<file path="config.mk">
export PLATFORM = sky130hd
export DESIGN_NAME = pmod_audio_dac_flat
export DESIGN_NICKNAME = d
export VERILOG_FILES = /design/src/rtl/pmod_audio_dac_if.sv /design/src/rtl/pmod_audio_dac.sv /design/src/flat_wrapper.sv
export SDC_FILE = /design/constraint.sdc
export NUM_CORES = 1
export LEC_CHECK = 0
export BUFFER_PORTS_ARGS = -buffer_cell sky130_fd_sc_hd__buf_2
export CAP_MARGIN = 20
export CORE_UTILIZATION = 45
export CTS_CLUSTER_SIZE = 12
export DETAILED_ROUTE_END_ITERATION = 8
export GPL_ROUTABILITY_DRIVEN = 0
export GPL_TIMING_DRIVEN = 0
export PLACE_DENSITY = 0.66
export REMOVE_ABC_BUFFERS = 1
export SLEW_MARGIN = 15
export SYNTH_ARGS = -nofsm -noshare
export SYNTH_HDL_FRONTEND = slang
export SYNTH_SLANG_ARGS = --single-unit
</file>
<file path="constraint.sdc">
create_clock -name clk -period 8.2 [get_ports clk]
set_clock_uncertainty 0.05 [all_clocks]
set_input_delay 0.82 -clock clk [delete_from_list [all_inputs] [get_ports clk]]
set_output_delay 0.82 -clock clk [all_outputs]
set_load 0.01 [all_outputs]
</file>
<file path="src/rtl/pmod_audio_dac_if.sv">
// Sample handshake between the APU mixer and the PMOD audio DAC.
// Carries one sample word per channel.
interface pmod_audio_dac_if #(
    parameter int CHANNELS = 2,
    parameter int SAMPLE_W = 16
);
    logic [CHANNELS*SAMPLE_W-1:0] sample_in;
    logic                         sample_valid;
    logic                         sample_ready;

    modport master (output sample_in, output sample_valid, input sample_ready);
    modport slave  (input sample_in, input sample_valid, output sample_ready);
endinterface

</file>
<file path="src/rtl/pmod_audio_dac.sv">
// Multi-channel PWM / first-order sigma-delta DAC for the PAM8403 PMOD.
// A one-deep holding register feeds per-channel active levels at each period boundary.
module pmod_audio_dac_lane #(
    parameter int SAMPLE_W  = 16,
    parameter int PWM_BITS  = 9,
    parameter int SIGNED_IN = 0
) (
    input  logic                clk,
    input  logic                rst,
    input  logic                load_i,
    input  logic                clr_i,
    input  logic                mode_i,
    input  logic [SAMPLE_W-1:0] smp_i,
    input  logic [2:0]          vol_i,
    input  logic                mute_i,
    input  logic [PWM_BITS-1:0] cnt_i,
    output logic                out_o
);
    logic [SAMPLE_W-1:0] u, a, act_q, acc_q, acc_d;
    logic [SAMPLE_W:0]   sum;
    logic                out_q, out_d;

    always_comb begin
        u = smp_i;
        if (SIGNED_IN != 0) u[SAMPLE_W-1] = ~smp_i[SAMPLE_W-1];
        a = u >> vol_i;
        if (mute_i) a = (SIGNED_IN != 0) ? {1'b1, {(SAMPLE_W-1){1'b0}}} : '0;
        // the accumulator keeps only the low bits; the carry goes straight to the output
        sum   = {1'b0, acc_q} + {1'b0, act_q};
        acc_d = clr_i ? '0 : sum[SAMPLE_W-1:0];
        out_d = mode_i ? sum[SAMPLE_W] : (cnt_i < act_q[SAMPLE_W-1 -: PWM_BITS]);
    end

    always_ff @(posedge clk or posedge rst) begin
        if (rst) begin
            act_q <= '0;
            acc_q <= '0;
            out_q <= 1'b0;
        end else begin
            if (load_i) act_q <= a;
            acc_q <= acc_d;
            out_q <= out_d;
        end
    end

    assign out_o = out_q;
endmodule

module pmod_audio_dac #(
    parameter int CHANNELS  = 2,
    parameter int SAMPLE_W  = 16,
    parameter int PWM_BITS  = 9,
    parameter int SIGNED_IN = 0
) (
    input  logic                 clk,
    input  logic                 reset,
    pmod_audio_dac_if.slave      smp,
    input  logic                 mode,
    input  logic [2:0]           volume,
    input  logic                 mute,
    output logic                 period_start,
    output logic                 underrun,
    output logic [7:0]           output_pmod
);
    logic [PWM_BITS-1:0]          cnt_q, cnt_d;
    logic [CHANNELS*SAMPLE_W-1:0] hold_q, hold_d;
    logic                         full_q, full_d;
    logic                         first_q, mode_q, ps_q, ur_q;
    logic                         bnd, xfer;
    logic [CHANNELS-1:0]          out_w;

    // the counter==0 cycle right after reset release is not a boundary
    assign bnd  = (cnt_q == '0) && !first_q;
    assign xfer = smp.sample_valid && !full_q;
    assign smp.sample_ready = !full_q;

    always_comb begin
        cnt_d  = cnt_q + 1'b1;
        hold_d = hold_q;
        full_d = full_q;
        if (bnd) full_d = 1'b0;
        if (xfer) begin
            hold_d = smp.sample_in;
            full_d = 1'b1;
        end
    end

    always_ff @(posedge clk or posedge reset) begin
        if (reset) begin
            cnt_q   <= '0;
            hold_q  <= '0;
            full_q  <= 1'b0;
            first_q <= 1'b1;
            mode_q  <= 1'b0;
            ps_q    <= 1'b0;
            ur_q    <= 1'b0;
        end else begin
            cnt_q   <= cnt_d;
            hold_q  <= hold_d;
            full_q  <= full_d;
            first_q <= 1'b0;
            if (bnd) mode_q <= mode;
            ps_q    <= bnd;
            ur_q    <= bnd && !full_q;
        end
    end

    for (genvar c = 0; c < CHANNELS; c++) begin : g_lane
        pmod_audio_dac_lane #(
            .SAMPLE_W (SAMPLE_W),
            .PWM_BITS (PWM_BITS),
            .SIGNED_IN(SIGNED_IN)
        ) u_lane (
            .clk   (clk),
            .rst   (reset),
            .load_i(bnd && full_q),
            .clr_i (bnd && (mode != mode_q)),
            .mode_i(mode_q),
            .smp_i (hold_q[c*SAMPLE_W +: SAMPLE_W]),
            .vol_i (volume),
            .mute_i(mute),
            .cnt_i (cnt_q),
            .out_o (out_w[c])
        );
    end

    always_comb begin
        output_pmod = '0;
        output_pmod[CHANNELS-1:0] = out_w;
    end

    assign period_start = ps_q;
    assign underrun     = ur_q;
endmodule

</file>
<file path="src/flat_wrapper.sv">
// flat-port wrapper written by rule: the top's interface ports become plain ports
module pmod_audio_dac_flat 
#(
    parameter int CHANNELS  = 2,
    parameter int SAMPLE_W  = 16,
    parameter int PWM_BITS  = 9,
    parameter int SIGNED_IN = 0
)
  (clk, reset, mode, volume, mute, period_start, underrun, output_pmod, smp_sample_in, smp_sample_valid, smp_sample_ready);
  pmod_audio_dac_if #(.CHANNELS(CHANNELS), .SAMPLE_W(SAMPLE_W)) smp_i ();
  input  logic clk;
  input  logic reset;
  input  logic mode;
  input  logic [2:0] volume;
  input  logic mute;
  output logic period_start;
  output logic underrun;
  output logic [7:0] output_pmod;
  input wire logic [$bits(smp_i.sample_in)-1:0] smp_sample_in;
  input wire logic [$bits(smp_i.sample_valid)-1:0] smp_sample_valid;
  output wire logic [$bits(smp_i.sample_ready)-1:0] smp_sample_ready;
  assign smp_i.sample_in = smp_sample_in;
  assign smp_i.sample_valid = smp_sample_valid;
  assign smp_sample_ready = smp_i.sample_ready;
  pmod_audio_dac #(.CHANNELS(CHANNELS), .SAMPLE_W(SAMPLE_W), .PWM_BITS(PWM_BITS), .SIGNED_IN(SIGNED_IN)) u_core (.clk(clk), .reset(reset), .smp(smp_i), .mode(mode), .volume(volume), .mute(mute), .period_start(period_start), .underrun(underrun), .output_pmod(output_pmod));
endmodule
</file>
; ---- After elaboration in Yosys (flattened, before gate mapping)
; Cells that the tools add are included.
[op_classes]
addsub = 3
n_div = 0
shift = 2
multipliers = 0
n_reduce_logical = 9
eq_ne = 1
muxes = 8
n_lt_le_gt_ge = 2
bitwise = 0
[op_table]
columns = operator, n
row1 = $mux 16, 4
row2 = $add 16x16->17, 2
row3 = $shr 16x3->16, 2
row4 = $lt 9x9->1, 2
row5 = $add 9x1->9 const B, 1
row6 = $logic_not 9->1, 1
row7 = $logic_and 1x1->1, 5
row8 = $mux 1, 4
row9 = $logic_not 1->1, 2
row10 = $reduce_bool 2->1, 1
row11 = $ne 1x1->1, 1
[totals]
latch_bits = 0
out_inout_bits = 11
n_memories = 0
reg_bits = 112
input_bits = 40
elab_cells = 38
mem_bits_ro = 0
ram_bits = 0

; ---- Logic depth before layout (Yosys ltp)
[logic_depth]
depth_word = 4
mapped_depth = 9
ltp_nobuf = 9

; ---- Hierarchy
; Synthesis repeated with hierarchy kept, for this count alone.
[unflattened]
cells_unflattened = 683
area_unflattened_um2 = 6955.4
[modules_own_cells]
columns = mod, area_each_um2, cells_each, instances, seq_area_each_um2
row1 = pmod_audio_dac_lane (u_core.g_lane[1].u_lane), 2635.0, 280, 1, 825.8
row2 = pmod_audio_dac_lane (u_core.g_lane[0].u_lane), 2473.6, 279, 1, 825.8
row3 = pmod_audio_dac, 1846.8, 124, 1, 1152.4

; ---- Least setup slack after synthesis
; Ideal clock, no wire load.
[synth_path]
path_type = in2reg
start = input volume[1]
end = register u_core.g_lane[1].u_lane.act_q[2]
t_required_ps = 8029
path_stages = 8
setup_ps = 121
n_path_buf = 2
path_slack_ps = 6073
t_arrival_ps = 1956
path_cell_list = buf_2 buf_4 mux2i_1 nand2_1 nand2_1 nor2_1 a31o_2 a22o_1
[synth_via]
elab_chain_len = 2
[synth_lines]
columns = item, line
row1 = "start, declared", flat_wrapper.sv:14  ; input logic [2:0] volume;
row2 = $shr 16x3->16, pmod_audio_dac.sv:26  ; a = u >> vol_i;
row3 = $mux 16, pmod_audio_dac.sv:27  ; if (mute_i) a = (SIGNED_IN != 0) ? {1'b1, {(SAMPLE_W-1){1'b0}}} : '0;
row4 = "end signal, assigned", pmod_audio_dac.sv:36  ; act_q <= '0;
row5 = "end signal, assigned", pmod_audio_dac.sv:40  ; if (load_i) act_q <= a;
row6 = "end, declared", pmod_audio_dac.sv:19  ; logic [SAMPLE_W-1:0] u, a, act_q, acc_q, acc_d;
; Every way passes these cells.
; A chain may end at the register's enable or synchronous reset.

; ---- Final worst setup path
[layout_path]
start = register u_core.cnt_q[6]
end = register u_core.g_lane[0].u_lane.act_q[2]
[layout_via]
elab_chain_len = 3
[layout_lines]
columns = item, line
row1 = "start, declared", pmod_audio_dac.sv:65  ; logic [PWM_BITS-1:0] cnt_q, cnt_d;
row2 = "start signal, assigned", pmod_audio_dac.sv:98  ; cnt_q <= cnt_d;
row3 = $logic_not 9->1, pmod_audio_dac.sv:73  ; assign bnd = (cnt_q == '0) && !first_q;
row4 = $logic_and 1x1->1, pmod_audio_dac.sv:73
row5 = net u_core.bnd, pmod_audio_dac.sv:69  ; logic bnd, xfer;
row6 = $logic_and 1x1->1, pmod_audio_dac.sv:116  ; .load_i(bnd && full_q),
row7 = "end signal, assigned", pmod_audio_dac.sv:36
row8 = "end signal, assigned", pmod_audio_dac.sv:40
row9 = "end, declared", pmod_audio_dac.sv:19
; The timed path passes the listed nets, and every way through them passes these cells.

==> reports/qor.txt <==
Area leader, netlist: dfrtp_1
Worst Hold Class: input port to asynchronous set/reset pin
Post-synth EDFFs: 0
Critical Path Source Type: register
Wire length per cell: 16.1 microns
PortBufs: 44
Max VDD drop: 0.000107 V
Synthesized netlist cell count: 696
Via count: 5064
Post-Route WL: 14700 microns
NumNets Final: 815
Fin Setup TNS: 0 ps
Row count: 45
Largest delay share family, worst path: simple AND/OR/NAND/NOR gates
Leak: 3.71 nW
Drt first-iter violations: 290
Syn avg cell area: 9.97 sq um
GR Overflow Total: 0
Finish-stage setup viols: 0
PwrDens: 280 nW/um^2
Worst Path Required: 8440 ps
Starting Density: 45.8%
CP endpoint kind: register
Sequential fraction of the synthesis area: 40.4%
Slew headroom: 42.3%
CTS tree: done
Total CTS buffers: 9
Vias in the first global route: 5076
Die width: 126 microns
Max H-tree Level: 3
CP cell instances: nor4_2 -> nand4_2 -> inv_2 -> nand2_2 -> nor2_1 -> a22o_1
Arr. time, crit path: 2800 ps
Post-synth ARST share: 100%
Fin. Hold Viols: 0
Number of synthesized register bits: 112
Slowest stage delay, CP: 580 ps
Max-slew violations: 0
Crit path max fanout: 42
Postcts setup bufs: 0
Clk_lat worst skew: 350 ps
Drt via density: 5.53
Period utilization: 31.2%
Ratio of cells with drive above 1 in the final layout: 19.4%
Max-Cap Viols: 0
CTS max path bufs: 2
First-pass detailed-route iteration total: 4
Final Instance Count excl. Fillers: 916
Netlist Area Pre-Place: 6940 sq um
Crit Reg-Reg Endpoint: u_core.g_lane[0].u_lane.act_q[2]
DRC violations left: 0
Ant. Diodes: 0
Root Buffer: clkbuf_16
Global-route wire length before repair: 25300 microns
ANT nets after route: 0
Buf/Inv on CP: 1
RSZ-0062 raised after global routing: false
Initial antenna violation count: 0
Worst-path clk slew: 70 ps
Area of the core: 15100 sq um
Status: finished, final reports clean
YS warnings: 0
DIE AREA: 15900 sq um
Netlist cell types: 65
Layout area overhead: 10.6%
Fmax: 391 MHz
Post-DP HPWL: 10600 microns
CTS resizes: 0
R2R depth: 6
TritonCTS Sinks: 112
Placed cells: 900
Filler cell count in the final layout: 1356
Synth top area cells: dfrtp_1 40%, ha_1 9.0%, mux2_2 6.0%
CP Class: register to register
Ys flop type: dfrtp_1
Fraction of synthesized cell area taken by the top area cell type: 40.0%
GRT Total Usage: 19.7%
Ports: 51
Reg2Reg Setup Slack: 5640 ps
Final worst path period need: 2560 ps
Final instance area: 7670 sq um
Hold buffers post-CTS: 0
Area after DPL: 7300 sq um
Tightest Pin Transition: 865 ps
CP max stage cell: nor2_1
Die Ht: 126 microns
Largest net degree at the start of global routing: 76
Total power: 2.15 mW
R2R Path Start: u_core.cnt_q[6]
-- worst register-to-register path: cells and delay by family (launching register included) --
family / cells / cell delay, ps
DFF: 1 / 470
AOI/OAI and AO/OA: 1 / 210
and+or+nand+nor: 4 / 1620
buffers and inverters: 1 / 150
-- power breakdown --
| part | internal [mW] | switching (mW) | total [mW] |
|---|---|---|---|
| sequential | 0.663 | 0.0445 | 0.708 |
| combinational | 0.397 | 0.503 | 0.900 |
| clock | 0.337 | 0.207 | 0.544 |
| total | 1.40 | 0.754 | 2.15 |
-- sequential cells by signal, indices dropped and copies added, names as in the netlist, 2 cells and up --
name and flops:
u_core.g_lane.u_lane.acc_q 32, u_core.g_lane.u_lane.out_o 2, u_core.cnt_q 9, u_core.hold_q 32
u_core.g_lane.u_lane.act_q 32
-- synthesized netlist by cell type (3+ instances only) --
library cell / count
buf_4: 10
nand2b_1: 9
o21ai_2: 19
a22o_1: 5
a31o_2: 3
o21a_1: 5
inv_1: 33
ha_1: 50
dfrtp_1: 111
mux4_2: 3
nor3_1: 7
xor2_1: 13
a211oi_1: 14
xnor2_1: 16
o2111ai_1: 3
nor2b_1: 14
and3_1: 9
o21ai_1: 3
and2_1: 5
o31ai_1: 3
nand2_1: 72
a21oi_1: 35
nand3_1: 11
o21ai_0: 27
a211o_1: 3
and4_1: 3
nor2_1: 49
nand4_1: 8
a31oi_1: 7
o21bai_1: 3
o22ai_1: 3
a21o_1: 12
clkbuf_1: 13
mux2_2: 37
mux2i_1: 31
buf_2: 11
-- layout by cell type (no fill, tap or decap), types with 5 or more instances in the layout --
cell / instances
and3_1: 9
nor3_1: 7
and2_1: 5
inv_1: 32
xnor2_1: 16
nand2_1: 72
ha_1: 50
nand2b_1: 9
nor2b_1: 13
buf_2: 44
o21ai_2: 19
a21o_1: 12
mux2i_1: 31
clkbuf_16: 9
nand4_1: 8
conb_1: 7
a22o_1: 5
nor2_1: 49
a31oi_1: 7
o21ai_0: 27
a211oi_1: 14
xor2_1: 13
nand3_1: 11
a21oi_1: 35
dfrtp_1: 111
mux2_2: 37
o21a_1: 5
-- final cells by class --
type	instances	area [sq um]	area share (%)
Inverter	34	133	1.73
Clock buffer	10	239	3.11
Multi-Input combinational cell	519	3840	50.0
Timing Repair Buffer	47	295	3.85
Tap cell	188	235	3.07
Sequential cell	112	2800	36.5
Clock inverter	6	130	1.70
-- through the flow --
step / setup WS, ps / hold WS, ps / utilization (%)
finish: 5640 / 406 / 50.7
global route: 5440 / 448 / 50.7
CTS: 5610 / 418 / 50.7
detailed placement: 5480 / 425 / 48.2
global placement: 2990 / 421 / 47.6
floorplan: 4370 / 407 / -
-- metal layers --
| metal | part of all wire, % | global-route usage (%) | vias to the layer above |
|---|---|---|---|
| li1 | - | - | 2523 |
| met1 | 50 | 28.0 | 2439 |
| met2 | 46 | 31.3 | 87 |
| met3 | 3.1 | 2.51 | 15 |
| met4 | 1.3 | 6.02 | 0 |
| met5 | 0 | 0 | - |
-- cells by family (layout without fill, tap and decap cells) --
logic type	Yosys count	count (layout)	synth area share [%]
DFF	112	112	40.4
adders and majority gates	52	52	9.59
buffers and inverters	71	97	4.80
muxes	73	73	11.8
AOI/OAI and AO/OA	160	160	16.0
and+or+nand+nor	198	198	13.8
other	1	7	0.0540
xor gates and xnor gates	29	29	3.66
-- how the worst max path moves through the flow --
stage / startpoint / end / slack, ps / depth (start not counted)
CTS: u_core.cnt_q[6] / u_core.g_lane[0].u_lane.act_q[2] / 5610 / 6
global route: u_core.cnt_q[6] / u_core.g_lane[1].u_lane.act_q[10] / 5440 / 6
floorplan: reset / u_core.cnt_q[0] / 4370 / 1
finish: u_core.cnt_q[6] / u_core.g_lane[0].u_lane.act_q[2] / 5640 / 6
detailed placement: volume[1] / u_core.g_lane[1].u_lane.act_q[2] / 5480 / 7
global placement: reset / u_core.hold_q[7] / 2990 / 2
(Power assumes the default switching activity.)
